[config.mk]
export PLATFORM = sky130hd
export DESIGN_NAME = pipe_stage_elastic
export DESIGN_NICKNAME = d
export VERILOG_FILES = /design/src/rtl/pipe_pkg.sv /design/src/rtl/pipe_slot.sv /design/src/rtl/pipe_stage_elastic.sv
export SDC_FILE = /design/constraint.sdc
export NUM_CORES = 1
export LEC_CHECK = 0
export CORE_UTILIZATION = 47
export CTS_CLUSTER_SIZE = 24
export DETAILED_ROUTE_END_ITERATION = 16
export PLACE_DENSITY = 0.87
export SLEW_MARGIN = 40
export SYNTH_ARGS = -nofsm -noshare
export SYNTH_HDL_FRONTEND = slang
export SYNTH_SLANG_ARGS = --single-unit
export TNS_END_PERCENT = 30
[constraint.sdc]
create_clock -name clk -period 3.1 [get_ports clk]
set_input_delay 0.465 -clock clk [delete_from_list [all_inputs] [get_ports clk]]
set_output_delay 0.465 -clock clk [all_outputs]
set_load 0.02 [all_outputs]
[src/rtl/pipe_pkg.sv]
// Shared types and constants for the elastic pipeline stage.
package pipe_pkg;

   typedef enum logic [1:0] {
      PS_EMPTY = 2'd0,
      PS_ONE   = 2'd1,
      PS_TWO   = 2'd2
   } pipe_state_e;

   localparam int PIPE_CNT_W = 2;

   // Fill bit for the default NOP payload; BUBBLE defaults to all copies of it.
   localparam logic PIPE_NOP_BIT = 1'b0;

   function automatic logic [PIPE_CNT_W-1:0] state_count(input pipe_state_e s);
      logic [PIPE_CNT_W-1:0] c;
      case (s)
         PS_ONE:  c = 2'd1;
         PS_TWO:  c = 2'd2;
         default: c = 2'd0;
      endcase
      return c;
   endfunction

endpackage

[src/rtl/pipe_slot.sv]
// One payload slot: load-enabled register that clears to the bubble value.
module pipe_slot
   import pipe_pkg::*;
#(
   parameter int                WIDTH  = 32,
   parameter logic [WIDTH-1:0]  BUBBLE = {WIDTH{PIPE_NOP_BIT}}
) (
   input  logic             clk,
   input  logic             reset,
   input  logic             clear,
   input  logic             load,
   input  logic [WIDTH-1:0] d,
   output logic [WIDTH-1:0] q
);

   // Reset and clear both return the slot to the bubble; otherwise load when asked.
   always_ff @(posedge clk) begin
      if (reset || clear) begin
         q <= BUBBLE;
      end else if (load) begin
         q <= d;
      end
   end

endmodule

[src/rtl/pipe_stage_elastic.sv]
// Elastic pipeline stage: valid/ready handshake, flush-to-bubble and an
// optional two-entry skid buffer that makes in_ready a pure flop output.
//
// state    | meaning
// ---------+----------------------------------------------
// PS_EMPTY | no entry held, out_data shows BUBBLE
// PS_ONE   | head entry in main slot
// PS_TWO   | head in main, next entry in skid (SKID=1 only)
module pipe_stage_elastic
   import pipe_pkg::*;
#(
   parameter int               WIDTH  = 32,
   parameter int               SKID   = 1,
   parameter logic [WIDTH-1:0] BUBBLE = {WIDTH{PIPE_NOP_BIT}}
) (
   input  logic                  clk,
   input  logic                  reset,
   input  logic                  flush,
   input  logic                  in_valid,
   output logic                  in_ready,
   input  logic [WIDTH-1:0]      in_data,
   output logic                  out_valid,
   input  logic                  out_ready,
   output logic [WIDTH-1:0]      out_data,
   output logic [PIPE_CNT_W-1:0] count
);

   pipe_state_e      state;
   pipe_state_e      state_next;
   logic             in_ready_q;
   logic             in_fire;
   logic             out_fire;
   logic             main_load;
   logic [WIDTH-1:0] main_d;
   logic             skid_load;
   logic [WIDTH-1:0] skid_d;
   logic [WIDTH-1:0] skid_q;

   assign out_valid = (state != PS_EMPTY);
   assign count     = state_count(state);

   // With the skid buffer, ready comes straight from a flop; without it the
   // stage can only take a word when the head is leaving (or absent).
   assign in_ready  = (SKID != 0) ? in_ready_q : (!out_valid || out_ready);

   assign in_fire   = in_valid && in_ready;
   assign out_fire  = out_valid && out_ready;

   // Next state and slot load decisions from the two handshakes.
   always_comb begin
      state_next = state;
      main_load  = 1'b0;
      main_d     = in_data;
      skid_load  = 1'b0;
      skid_d     = in_data;
      case (state)
         PS_EMPTY: begin
            if (in_fire) begin
               state_next = PS_ONE;
               main_load  = 1'b1;
            end
         end
         PS_ONE: begin
            if (in_fire && out_fire) begin
               main_load = 1'b1;
            end else if (in_fire && (SKID != 0)) begin
               state_next = PS_TWO;
               skid_load  = 1'b1;
            end else if (out_fire) begin
               state_next = PS_EMPTY;
               main_load  = 1'b1;
               main_d     = BUBBLE;
            end
         end
         PS_TWO: begin
            if (out_fire) begin
               state_next = PS_ONE;
               main_load  = 1'b1;
               main_d     = skid_q;
               skid_load  = 1'b1;
               skid_d     = BUBBLE;
            end
         end
         default: begin
            state_next = PS_EMPTY;
         end
      endcase
   end

   // Control FSM with registered in_ready; reset outranks flush, both empty the stage.
   always_ff @(posedge clk) begin
      if (reset || flush) begin
         state      <= PS_EMPTY;
         in_ready_q <= 1'b1;
      end else begin
         state      <= state_next;
         in_ready_q <= (state_next != PS_TWO);
      end
   end

   pipe_slot #(
      .WIDTH  (WIDTH),
      .BUBBLE (BUBBLE)
   ) u_main (
      .clk   (clk),
      .reset (reset),
      .clear (flush),
      .load  (main_load),
      .d     (main_d),
      .q     (out_data)
   );

   generate
      if (SKID != 0) begin : g_skid
         pipe_slot #(
            .WIDTH  (WIDTH),
            .BUBBLE (BUBBLE)
         ) u_skid (
            .clk   (clk),
            .reset (reset),
            .clear (flush),
            .load  (skid_load),
            .d     (skid_d),
            .q     (skid_q)
         );
      end else begin : g_no_skid
         assign skid_q = BUBBLE;
      end
   endgenerate

endmodule
==> results.yml <==
status:
  outcome: "complete, no violations"
cts:
  clkTransAtPathRegs_ns: 0.06
  ctsResizeCount: 0
  cts_tree: "built"
  ctsHoldBuffers: 0
  cts.path.max_buffers: 2
  cts_setup_buffers: 0
  cts_buffers: 9
  h-tree-depth: 3
  clock-sinks: 67
  clockRootBuffer: "clkbuf_8"
  insertion_delay_ns: 0.34
routing:
  drc: 0
  routed_wl_um: 7040
  viasPerCell: 5.52
  postRouteAntennaNets: 0
  num_vias: 2739
  wl_per_cell_um: 14.2
  drtIter0Drc: 173
  first_pass_iters: 5
synthesis:
  synth-xor-area-share: 0
  yosys.area.top_type_share: 0.433
  ys.flop_type: "dfxtp_1"
  ys_types: 40
  ys_ff_latch: 67
  synthTopCellsByArea: "dfxtp_1 43%, mux2_1 8.4%, o21ai_0 8.1%, a22o_1 7.3%, nor2_1 4.4%"
  synth.yosys.seq_area_share: 0.433
  synthSimpleGateAreaFrac: 0.123
  yosys.area.top_type: "dfxtp_1"
  syn_area_sq_um: 3100
  synth_top_family_by_area: "compound AO/OA/AOI/OAI gates"
  avgSynthCellArea_sq_um: 8.88
  synth_compound_area_frac: 0.239
  ys_warn_count: 0
  synth_edf_count: 0
  async_flop_share: 0
  postSynthCellCount: 349
  synth_fa_ha_area_frac: 0.0161
  synthMuxAreaShare: 0.113
  synth_nets: 390
setup_path:
  cp_num_cells: 6
  slowest_stage: "and4b_1"
  cp_cell_sequence: "inv_1, ha_1, and4b_1, buf_4, a22oi_1, a211oi_1"
  critPathTopFamily: "simple AND/OR/NAND/NOR gates"
  critical_path_class: "register to register"
  end_kind: "register"
  crit_arrival_ns: 2.62
  crit_fanout: 22
  critPathRequiredTime_ns: 3.35
  reg2regPathDepth: 6
  cp-start-kind: "register"
  critPathMaxStageDelay_ns: 0.70
  crit_buf_inv: 2
floorplan:
  core_area_sq_um: 6350
  fp.dieArea_sq_um: 6920
  start_util: 0.488
  rows: 29
  die_h_um: 83.2
  die_x_um: 83.2
  io_pins: 73
global_routing:
  grt_max_degree: 39
  grt.overflow.total: 0
  grt_pass1_wl_um: 12100
  grt_pass1_vias: 2700
  track_usage: 0.215
  antenna_found_initial: 0
sta:
  whs_ns: 0.482
  hold_violations: 0
  maxSlewViolCount: 0
  rsz0062_at_grt: "no"
  finClkSkew_ns: 0.00728
  max_freq_mhz: 422
  tns_ns: 0
  max_slew.worst_pin.slew_ns: 0.721
  fin_crit_sh: 0.765
  max_slew_margin: 0.519
  finalSetupViolations: 0
  fin_ws_ns: 0.730
  layout_min_cycle_time_ns: 2.37
pwr:
  finalPower_mw: 1.83
  powerDensity_nw_per_um2: 454
  p_leak_nw: 1.52
  ir_worst_vdd_mv: 0.291
finish:
  diodes: 0
  final_cells: 496
  post-route-util: 0.637
  synthToLayoutAreaGrowth_pct: 30.5
  drive_gt1_frac: 0.0644
  fin_area_sq_um: 4050
  layout.nets: 456
  num-fill-cells: 539
placement:
  pre_cts_slack_ns: 0.608
  post_dp_cell_area_sq_um: 3850
  portBuffers: 72
  place_inst: 481
  place.gp.congestion: 0.858
  dp_hpwl_um: 4730
flow_run:
  maxCapViolCount: 0
min_path:
  worst_hold_path_type: "register to register"
  min_path_cells: 1
state kept, by name (all words and copies together) (netlist names):
signal / count
state: 2
g_skid.u_skid.q: 32
u_main.q: 32
in_ready: 1
synthesized netlist by cell type, types with 3 or more instances:
library cell,count
dfxtp_1,67
o21ai_0,50
nor2_1,36
inv_1,31
nand2_1,28
a22o_1,26
mux2_1,23
buf_2,10
clkbuf_1,9
a21oi_1,8
and2_1,8
mux2i_1,7
a211oi_1,6
a22oi_1,6
ha_1,4
buf_6,3
placed cells by master (no fill, tap or decap), types with 5 or more instances in the layout:
cell type,count
clkdlybuf4s50_1,72
dfxtp_1,67
o21ai_0,50
nor2_1,36
inv_1,31
nand2_1,28
a22o_1,26
mux2_1,23
clkbuf_8,11
a21oi_1,8
and2_1,8
mux2i_1,7
a22oi_1,6
a211oi_1,6
buf_4,5
final timing paths:
kind         slack, ns                 startpoint                         to
max               0.73        state[0]$_SDFF_PP0_   u_main.q[0]$_SDFFE_PP0P_
min               0.48  u_main.q[26]$_SDFFE_PP0P_  u_main.q[26]$_SDFFE_PP0P_
max reg2reg       0.73        state[0]$_SDFF_PP0_   u_main.q[0]$_SDFFE_PP0P_
min reg2reg       0.48  u_main.q[26]$_SDFFE_PP0P_  u_main.q[26]$_SDFFE_PP0P_
cell families (layout without fill, tap and decap cells):
kind of cell,count (synthesis),in the layout
AO/OA/AOI/OAI,109,109
AND/OR/NAND/NOR,84,84
flip-flops,67,67
buffers and inverters,53,123
multiplexers,32,32
adder cells (fa/ha/maj),4,4
final cells by class:
type	instances	area, sq um	share of cell area
repair buffers	77	758	0.187
flip-flops and latches	67	1340	0.332
clock buffers	13	159	0.0393
multi-input cells	229	1540	0.380
inverters	31	116	0.0288
well taps	77	96.3	0.0238
clock inverters	2	35.0	0.00866
layer usage:
| metal | vias up | part of all wire | track usage |
|---|---|---|---|
| met5 | - | 0 | 0 |
| met4 | 0 | 0.025 | 0.119 |
| met3 | 16 | 0.060 | 0.0527 |
| met2 | 89 | 0.49 | 0.351 |
| met1 | 1290 | 0.43 | 0.259 |
| li1 | 1344 | - | - |
where the power goes:
| group | internal, mW | total (mW) | leakage (nW) | switching (mW) |
|---|---|---|---|---|
| clock network | 0.411 | 0.724 | 0.0995 | 0.314 |
| registers | 0.878 | 0.889 | 0.542 | 0.0110 |
| logic | 0.108 | 0.221 | 0.882 | 0.113 |
| total | 1.40 | 1.83 | 1.52 | 0.437 |
worst reg2reg max path: cells and delay by family, from the launching register on:
family / cells / cell delay (ns)
AND/OR/NAND/NOR: 1 / 0.71
flip-flops: 1 / 0.41
buffers and inverters: 2 / 0.41
AO/OA/AOI/OAI: 2 / 0.34
adder cells (fa/ha/maj): 1 / 0.43
Note: power is estimated with default switching activity, not from simulation.
